$ cat src/rtl/alu_rr_pkg.sv
// Shared opcode constants and FSM encoding for the round-robin ALU arbiter.
package alu_rr_pkg;

    localparam logic [1:0] OP_AND  = 2'b00;
    localparam logic [1:0] OP_ADD  = 2'b01;
    localparam logic [1:0] OP_SUB  = 2'b10;
    localparam logic [1:0] OP_XORB = 2'b11;

    typedef enum logic {
        IDLE = 1'b0,
        EXEC = 1'b1
    } state_t;

endpackage

$ cat src/rtl/alu_rr_datapath.sv
// Purely combinational 4-bit function block: bypass A, bypass B, AND, ADD, SUB, XOR-reduce of B.
module alu_rr_datapath
    import alu_rr_pkg::*;
(
    input  logic [3:0] a_i,
    input  logic [3:0] b_i,
    input  logic       cin_i,
    input  logic [1:0] opcode_i,
    input  logic       pass_a_i,
    input  logic       pass_b_i,
    output logic [3:0] res_o,
    output logic       cout_o
);

    logic [4:0] wide;

    always_comb begin
        wide = 5'd0;
        if (pass_a_i) begin
            wide = {1'b0, a_i};
        end else if (pass_b_i) begin
            wide = {1'b0, b_i};
        end else begin
            case (opcode_i)
                OP_ADD:  wide = {1'b0, a_i} + {1'b0, b_i} + {4'b0000, cin_i};
                // 5-bit difference: the top bit is the borrow, cin plays no part
                OP_SUB:  wide = {1'b0, a_i} - {1'b0, b_i};
                OP_XORB: wide = {4'b0000, ^b_i};
                default: wide = {1'b0, a_i & b_i};
            endcase
        end
    end

    assign res_o  = wide[3:0];
    assign cout_o = wide[4];

endmodule

$ cat src/rtl/alu_rr_arbiter.sv
// Two-requester round-robin front end for a shared 4-bit ALU; grant one cycle after request, result one cycle after grant.
// Optional per-requester saturating grant counters when ALU_RR_ARBITER_STATS_EN is defined.
module alu_rr_arbiter
    import alu_rr_pkg::*;
(
    input  logic       clk,
    input  logic       rst_n,
    input  logic       req0,
    input  logic       req1,
    input  logic [3:0] a0,
    input  logic [3:0] b0,
    input  logic [3:0] a1,
    input  logic [3:0] b1,
    input  logic       cin0,
    input  logic       cin1,
    input  logic [1:0] opcode0,
    input  logic [1:0] opcode1,
    input  logic       pass_a0,
    input  logic       pass_b0,
    input  logic       pass_a1,
    input  logic       pass_b1,
    output logic       gnt0,
    output logic       gnt1,
    output logic       rsp_valid,
    output logic       rsp_id,
    output logic [3:0] out,
    output logic       cout
`ifdef ALU_RR_ARBITER_STATS_EN
    ,
    output logic [7:0] gcnt0,
    output logic [7:0] gcnt1
`endif
);

    state_t     state_q;
    logic       last_id_q, id_q;
    logic       gnt0_q, gnt1_q, rsp_valid_q, rsp_id_q, cout_q;
    logic [3:0] out_q, a_q, b_q;
    logic       cin_q, pass_a_q, pass_b_q;
    logic [1:0] opcode_q;

    logic       grant_fire, win_id;
    logic [3:0] alu_res;
    logic       alu_cout;

    // On contention the requester that did not win last time takes the slot
    assign win_id     = (req0 && req1) ? ~last_id_q : req1;
    assign grant_fire = (state_q == IDLE) && (req0 || req1);

    always_ff @(posedge clk) begin
        if (!rst_n) begin
            state_q     <= IDLE;
            last_id_q   <= 1'b1;
            id_q        <= 1'b0;
            gnt0_q      <= 1'b0;
            gnt1_q      <= 1'b0;
            rsp_valid_q <= 1'b0;
            rsp_id_q    <= 1'b0;
            out_q       <= 4'd0;
            cout_q      <= 1'b0;
            a_q         <= 4'd0;
            b_q         <= 4'd0;
            cin_q       <= 1'b0;
            opcode_q    <= 2'd0;
            pass_a_q    <= 1'b0;
            pass_b_q    <= 1'b0;
        end else begin
            rsp_valid_q <= 1'b0;
            case (state_q)
                IDLE: begin
                    if (grant_fire) begin
                        a_q       <= win_id ? a1 : a0;
                        b_q       <= win_id ? b1 : b0;
                        cin_q     <= win_id ? cin1 : cin0;
                        opcode_q  <= win_id ? opcode1 : opcode0;
                        pass_a_q  <= win_id ? pass_a1 : pass_a0;
                        pass_b_q  <= win_id ? pass_b1 : pass_b0;
                        gnt0_q    <= ~win_id;
                        gnt1_q    <= win_id;
                        id_q      <= win_id;
                        last_id_q <= win_id;
                        state_q   <= EXEC;
                    end
                end
                default: begin
                    out_q       <= alu_res;
                    cout_q      <= alu_cout;
                    rsp_valid_q <= 1'b1;
                    rsp_id_q    <= id_q;
                    gnt0_q      <= 1'b0;
                    gnt1_q      <= 1'b0;
                    state_q     <= IDLE;
                end
            endcase
        end
    end

    alu_rr_datapath u_datapath (
        .a_i      (a_q),
        .b_i      (b_q),
        .cin_i    (cin_q),
        .opcode_i (opcode_q),
        .pass_a_i (pass_a_q),
        .pass_b_i (pass_b_q),
        .res_o    (alu_res),
        .cout_o   (alu_cout)
    );

    assign gnt0      = gnt0_q;
    assign gnt1      = gnt1_q;
    assign rsp_valid = rsp_valid_q;
    assign rsp_id    = rsp_id_q;
    assign out       = out_q;
    assign cout      = cout_q;

`ifdef ALU_RR_ARBITER_STATS_EN
    logic [7:0] gcnt0_q, gcnt1_q, gcnt0_d, gcnt1_d;

    always_comb begin
        gcnt0_d = gcnt0_q;
        gcnt1_d = gcnt1_q;
        if (grant_fire && !win_id && gcnt0_q != 8'hFF) gcnt0_d = gcnt0_q + 8'd1;
        if (grant_fire &&  win_id && gcnt1_q != 8'hFF) gcnt1_d = gcnt1_q + 8'd1;
    end

    always_ff @(posedge clk) begin
        if (!rst_n) begin
            gcnt0_q <= 8'd0;
            gcnt1_q <= 8'd0;
        end else begin
            gcnt0_q <= gcnt0_d;
            gcnt1_q <= gcnt1_d;
        end
    end

    assign gcnt0 = gcnt0_q;
    assign gcnt1 = gcnt1_q;
`endif

endmodule

$ cat config.mk
export PLATFORM = sky130hd
export DESIGN_NAME = alu_rr_arbiter
export DESIGN_NICKNAME = d
export VERILOG_FILES = /design/src/rtl/alu_rr_pkg.sv /design/src/rtl/alu_rr_datapath.sv /design/src/rtl/alu_rr_arbiter.sv
export SDC_FILE = /design/constraint.sdc
export NUM_CORES = 1
export LEC_CHECK = 0
export CAP_MARGIN = 0
export CORE_AREA = 5 5 62 64
export DETAILED_ROUTE_END_ITERATION = 16
export DIE_AREA = 0 0 67 69
export PLACE_DENSITY_LB_ADDON = 0.05
export SLEW_MARGIN = 40
export SYNTH_ARGS = -nofsm -noshare
export SYNTH_HDL_FRONTEND = slang
export SYNTH_SLANG_ARGS = --single-unit
export TNS_END_PERCENT = 20
$ cat constraint.sdc
create_clock -name clk -period 2.4 [get_ports clk]
set_input_delay 0.48 -clock clk [delete_from_list [all_inputs] [get_ports clk]]
set_output_delay 0.48 -clock clk [all_outputs]
set_load 0.01 [all_outputs]
## After elaboration in Yosys (flattened, before gate mapping)

Index checks and enable logic that the tools add are counted.

| word-level totals | value |
|---|---|
| flip-flop bits (word level) | 25 |
| output and inout port bits | 9 |
| logic and storage cells | 44 |
| bits of input ports | 30 |

| cells by class | value |
|---|---|
| reduce and logical (&&, ||, !) cells | 6 |
| bitwise operators | 5 |
| add/subtract/negate cells | 3 |
| equality and inequality tests | 3 |
| multiplexer cells | 12 |

Operators with widths:

| kind | count |
|---|---|
| $pmux W5 S3 | 1 |
| $mux W5 | 2 |
| $mux W4 | 2 |
| $mux W1 | 6 |
| $add A4 B4 Y5 | 1 |
| $add A5 B1 Y5 | 1 |
| $sub A4 B4 Y5 | 1 |
| $and A4 B4 Y4 | 1 |
| $eq A2 B2 Y1 const B | 2 |
| $not A1 Y1 | 4 |
| $reduce_xor A4 Y1 | 1 |
| $eq A2 B1 Y1 const B | 1 |
| $logic_and A1 B1 Y1 | 2 |
| $mux W2 | 1 |
| $reduce_and A2 Y1 | 1 |
| $reduce_or A2 Y1 | 1 |
| $logic_or A1 B1 Y1 | 1 |

## Depth between registers and ports, before layout

| logic depth | value |
|---|---|
| word-level depth | 5 |
| gate-level depth with buffers | 8 |
| mapped depth without buffers | 8 |

## By module

From an unflattened synthesis, not the netlist that was laid out.

| unflattened totals | value |
|---|---|
| cells, all modules | 185 |
| area total of the unflattened synthesis | 1532.7 µm² |

Modules (own cells, without submodules):

| module | area each (µm²) | cells each | times used | seq. area each (µm²) |
|---|---|---|---|---|
| alu_rr_arbiter | 1011.0 | 115 | 1 | 500.5 |
| alu_rr_datapath | 521.8 | 70 | 1 | 0.0 |

## Least setup slack after synthesis

OpenSTA, ideal clock, no wires.

| timing path | value |
|---|---|
| path kind | register to register |
| start | reg b_q[0] |
| end | reg out_q[1] (netlist: out[1]) |
| setup time | 0.074 ns |
| path buffers | 0 |
| required time | 2.326 ns |
| slack | 0.562 ns |
| stages on the path, launching flop included | 6 |
| arrival time | 1.764 ns |
| clock period less this slack | 1.838 ns |
| path through | dfxtp_1 > fa_1 > fa_1 > a21oi_1 > a221o_1 > a31oi_1 |

| on the way | value |
|---|---|
| word-level cells in the longest chain between the ends | 5 |
| elaborated cells between the ends (all ways) | 6 |
| classes of those cells | add/sub: 3; mux: 3 |

Ends and longest elaborated chain:

| element | RTL line | text |
|---|---|---|
| start, declared | alu_rr_arbiter.sv:38 | `logic [3:0] out_q, a_q, b_q;` |
| start signal, assigned | alu_rr_arbiter.sv:73 | `b_q <= win_id ? b1 : b0;` |
| $add A4 B4 Y5 | alu_rr_datapath.sv:25 | `OP_ADD: wide = {1'b0, a_i} + {1'b0, b_i} + {4'b0000, cin_i};` |
| $add A5 B1 Y5 | alu_rr_datapath.sv:25 |  |
| $pmux W5 S3 * | alu_rr_datapath.sv:24 | `case (opcode_i)` |
| $mux W5 * | alu_rr_datapath.sv:21 | `end else if (pass_b_i) begin` |
| $mux W5 * | alu_rr_datapath.sv:19 | `if (pass_a_i) begin` |
| end signal, assigned | alu_rr_arbiter.sv:86 | `out_q <= alu_res;` |
| end, declared | alu_rr_arbiter.sv:38 |  |

Every way passes the cells marked *; elsewhere a longest branch is shown, timed or not.
A chain may end at the register's enable or synchronous reset.

## Final worst setup path

Same ends and word-level chain as after synthesis.

==> impl_metrics.env <==
export IMPL_status="finished clean"
export IMPL_drt_iter0_markers=68
export IMPL_synth_lib_cells_used_distinct=35
export IMPL_diodes=0
export IMPL_worstPathArrival_ns=2.24
export IMPL_area_delta_synth_final_pct=29.3
export IMPL_hp_class="flop to flop"
export IMPL_fin_crit_ns=1.99
export IMPL_ys_seq_area_share_pct=33.4
export IMPL_p_int_mw=0.695
export IMPL_grt_pass1_vias=1311
export IMPL_fin_setup_tns_ns=0
export IMPL_avgRoutedWirePerCell_um=13.2
export IMPL_required_ns=2.66
export IMPL_clock_path_buffers=2
export IMPL_finalMaxSlewViolations=0
export IMPL_worst_setup_path_start_kind="flop"
export IMPL_routed_wl_mm=3.32
export IMPL_clkSinkCount=25
export IMPL_period_share_pct=82.7
export IMPL_power_frac_seq_pct=49.2
export IMPL_synth_seq_cells=25
export IMPL_rows=21
export IMPL_overflow=0
export IMPL_syn_area_sq_mm=0.00150
export IMPL_worstSetupEndpoint="out[1]$_SDFFE_PN0P_"
export IMPL_drc=0
export IMPL_setup_viol=0
export IMPL_clk_latency_ns=0.32
export IMPL_start_util_pct=46.4
export IMPL_rsz0062_at_grt="false"
export IMPL_antenna_found_initial=0
export IMPL_grtUsageTotal_pct=16.0
export IMPL_post_cts_resized=0
export IMPL_crit_type="flop to flop"
export IMPL_post_cts_buffers=0
export IMPL_crit_fanout=6
export IMPL_synth_enable_flop_cells=0
export IMPL_switchingPower_mw=0.323
export IMPL_die_area_sq_mm=0.00462
export IMPL_syn_inst=171
export IMPL_grt_pass1_wl_mm=5.90
export IMPL_die_h_um=69
export IMPL_hpwl_mm=2.70
export IMPL_clk_pin_slew_ns=0.15
export IMPL_r2r_setup_slack_ns=0.41
export IMPL_r2r_end="out[1]$_SDFFE_PN0P_"
export IMPL_r2r_cells=5
export IMPL_vias=1286
export IMPL_hold_viol=0
export IMPL_syn_avg_cell_area_sq_um=8.77
export IMPL_fmax_ghz=0.504
export IMPL_io_buffers=38
export IMPL_fin_skew_ns=0.00692
export IMPL_drtAntennaViolNets=0
export IMPL_htree_levels=1
export IMPL_powerDensity_mw_per_mm2=525
export IMPL_numCtsBuffers=3
export IMPL_p_sw_share_pct=31.8
export IMPL_combPwrFrac_pct=31.6
export IMPL_peakVddDrop_mv=0.266
export IMPL_fin_nets=247
export IMPL_root_buffer="clkbuf_4"
export IMPL_yosysWarnings=0
export IMPL_power_frac_clock_pct=19.2
export IMPL_async_reset_ff_share_pct=0
export IMPL_ys_flop_type="dfxtp_1"
export IMPL_grt_max_degree=24
export IMPL_viasPerCell=5.12
export IMPL_worstReg2RegStart="b_q[0]$_SDFFE_PN0P_"
export IMPL_design_core_area_sq_mm=0.00323
export IMPL_max_slew_margin_pct=73.9
export IMPL_fin_util_pct=60.0
export IMPL_cts_tree="done"
export IMPL_critical_path_startpoint="b_q[0]$_SDFFE_PN0P_"
export IMPL_dr_pass1_iters=4
export IMPL_holdBufCountCts=0
export IMPL_p_leak_nw=0.862
export IMPL_maxCapViolations=0
export IMPL_die_width_um=67
export IMPL_pin_count=39
export IMPL_syn_nets=212
export IMPL_gp_congestion=0.815
export IMPL_tightestPinTransition_ns=0.391
export IMPL_layout_drive_gt1_share_pct=4.88
export IMPL_critPathCaptureType="flop"
==> routing by layer <==
metal  wire, um  track usage [%]  up-vias
met4         45             5.18        0
met5          0                0        -
li1           -                -      659
met2       1510             24.1       42
met3        167             2.60        6
met1       1590             22.8      579
==> Yosys cell counts (3+ instances only) <==
cell type | n | area share, %
dfxtp_1 | 25 | 33
nand2_1 | 25 | 6.3
mux2i_1 | 15 | 10
nor2_1 | 11 | 2.8
a21oi_1 | 10 | 3.3
inv_1 | 10 | 2.5
ha_1 | 8 | 6.7
o211a_1 | 8 | 5.3
clkbuf_1 | 7 | 1.8
and3_1 | 5 | 2.1
o21ai_0 | 5 | 1.7
xnor2_1 | 4 | 2.3
a31oi_1 | 3 | 1.3
buf_2 | 3 | 1.0
fa_1 | 3 | 4.0
nand2b_1 | 3 | 1.3
nand3_1 | 3 | 1.0
xor2_1 | 3 | 1.8
==> critical path, stage by stage, from the launching register on <==
cell and delay, ns:
dfxtp_1 0.42, fa_1 0.46, fa_1 0.50, a21oi_1 0.06, a221o_1 0.33, a31oi_1 0.16
==> per-stage QoR <==
stage / instance area, sq um / instances / setup WS [ns] / power, mW / hold slack, ns
5_1_grt: 1940 / 251 / 0.329 / 1.09 / 0.516
6_report: 1940 / 251 / 0.415 / 1.02 / 0.494
3_3_place_gp: 1910 / 247 / 0.462 / 0.821 / 0.456
2_1_floorplan: 1500 / 171 / 0.562 / 0.714 / 0.443
3_5_place_dp: 1910 / 247 / 0.435 / 0.834 / 0.475
4_1_cts: 1940 / 251 / 0.404 / 1.03 / 0.497
==> state kept, by name (all words and copies together) (netlist names) <==
name,cells
gnt0,1
gnt1,1
opcode_q,2
a_q,4
cout,1
state_q,1
pass_b_q,1
rsp_id,1
rsp_valid,1
out,4
pass_a_q,1
last_id_q,1
b_q,4
id_q,1
cin_q,1
==> logic make-up after synthesis <==
group | after synthesis | synth area share, %
mux | 16 | 11.5
fa+ha+maj | 11 | 10.7
simple gates | 54 | 16.7
flops | 25 | 33.4
compound gates | 37 | 17.9
xor+xnor | 7 | 4.09
buf+inv | 21 | 5.76
==> worst min path at each step <==
| stage | from | endpoint | slack [ns] | depth (start not counted) |
|---|---|---|---|---|
| after floorplan | id_q$_SDFFE_PN0P_ | id_q$_SDFFE_PN0P_ | 0.44 | 2 |
| after global placement | id_q$_SDFFE_PN0P_ | id_q$_SDFFE_PN0P_ | 0.46 | 2 |
| after detailed placement | cout$_SDFFE_PN0P_ | cout$_SDFFE_PN0P_ | 0.48 | 2 |
| after CTS | cout$_SDFFE_PN0P_ | cout$_SDFFE_PN0P_ | 0.50 | 2 |
| after global routing | cout$_SDFFE_PN0P_ | cout$_SDFFE_PN0P_ | 0.52 | 2 |
| final | cout$_SDFFE_PN0P_ | cout$_SDFFE_PN0P_ | 0.49 | 2 |
==> cell type report <==
class                           instances  area (sq um)
Clock buffer                            3          22.5
Clock inverter                          1          5.00
Fill cell                             314          1290
Inverter                               10          37.5
Multi-Input combinational cell        125           912
Sequential cell                        25           500
Tap cell                               46          57.6
Timing Repair Buffer                   41           403
==> power by group through the flow <==
stage | clock network (mW) | logic, mW | registers, mW
after floorplan | 0 | 0.223 | 0.491
after global placement | 0 | 0.313 | 0.508
after detailed placement | 0 | 0.323 | 0.511
after CTS | 0.203 | 0.325 | 0.501
after global routing | 0.220 | 0.362 | 0.508
final | 0.196 | 0.322 | 0.501
==> layout by cell type, fill, tap and decap left out, types with 5 or more instances in the layout <==
master | Yosys | final
nand2_1 | 25 | 25
ha_1 | 8 | 8
o21ai_0 | 5 | 5
mux2i_1 | 15 | 15
clkdlybuf4s50_1 | 0 | 38
nor2_1 | 11 | 11
and3_1 | 5 | 5
dfxtp_1 | 25 | 25
inv_1 | 10 | 10
o211a_1 | 8 | 8
a21oi_1 | 10 | 10
No activity file was read; power rests on OpenSTA's default activity.
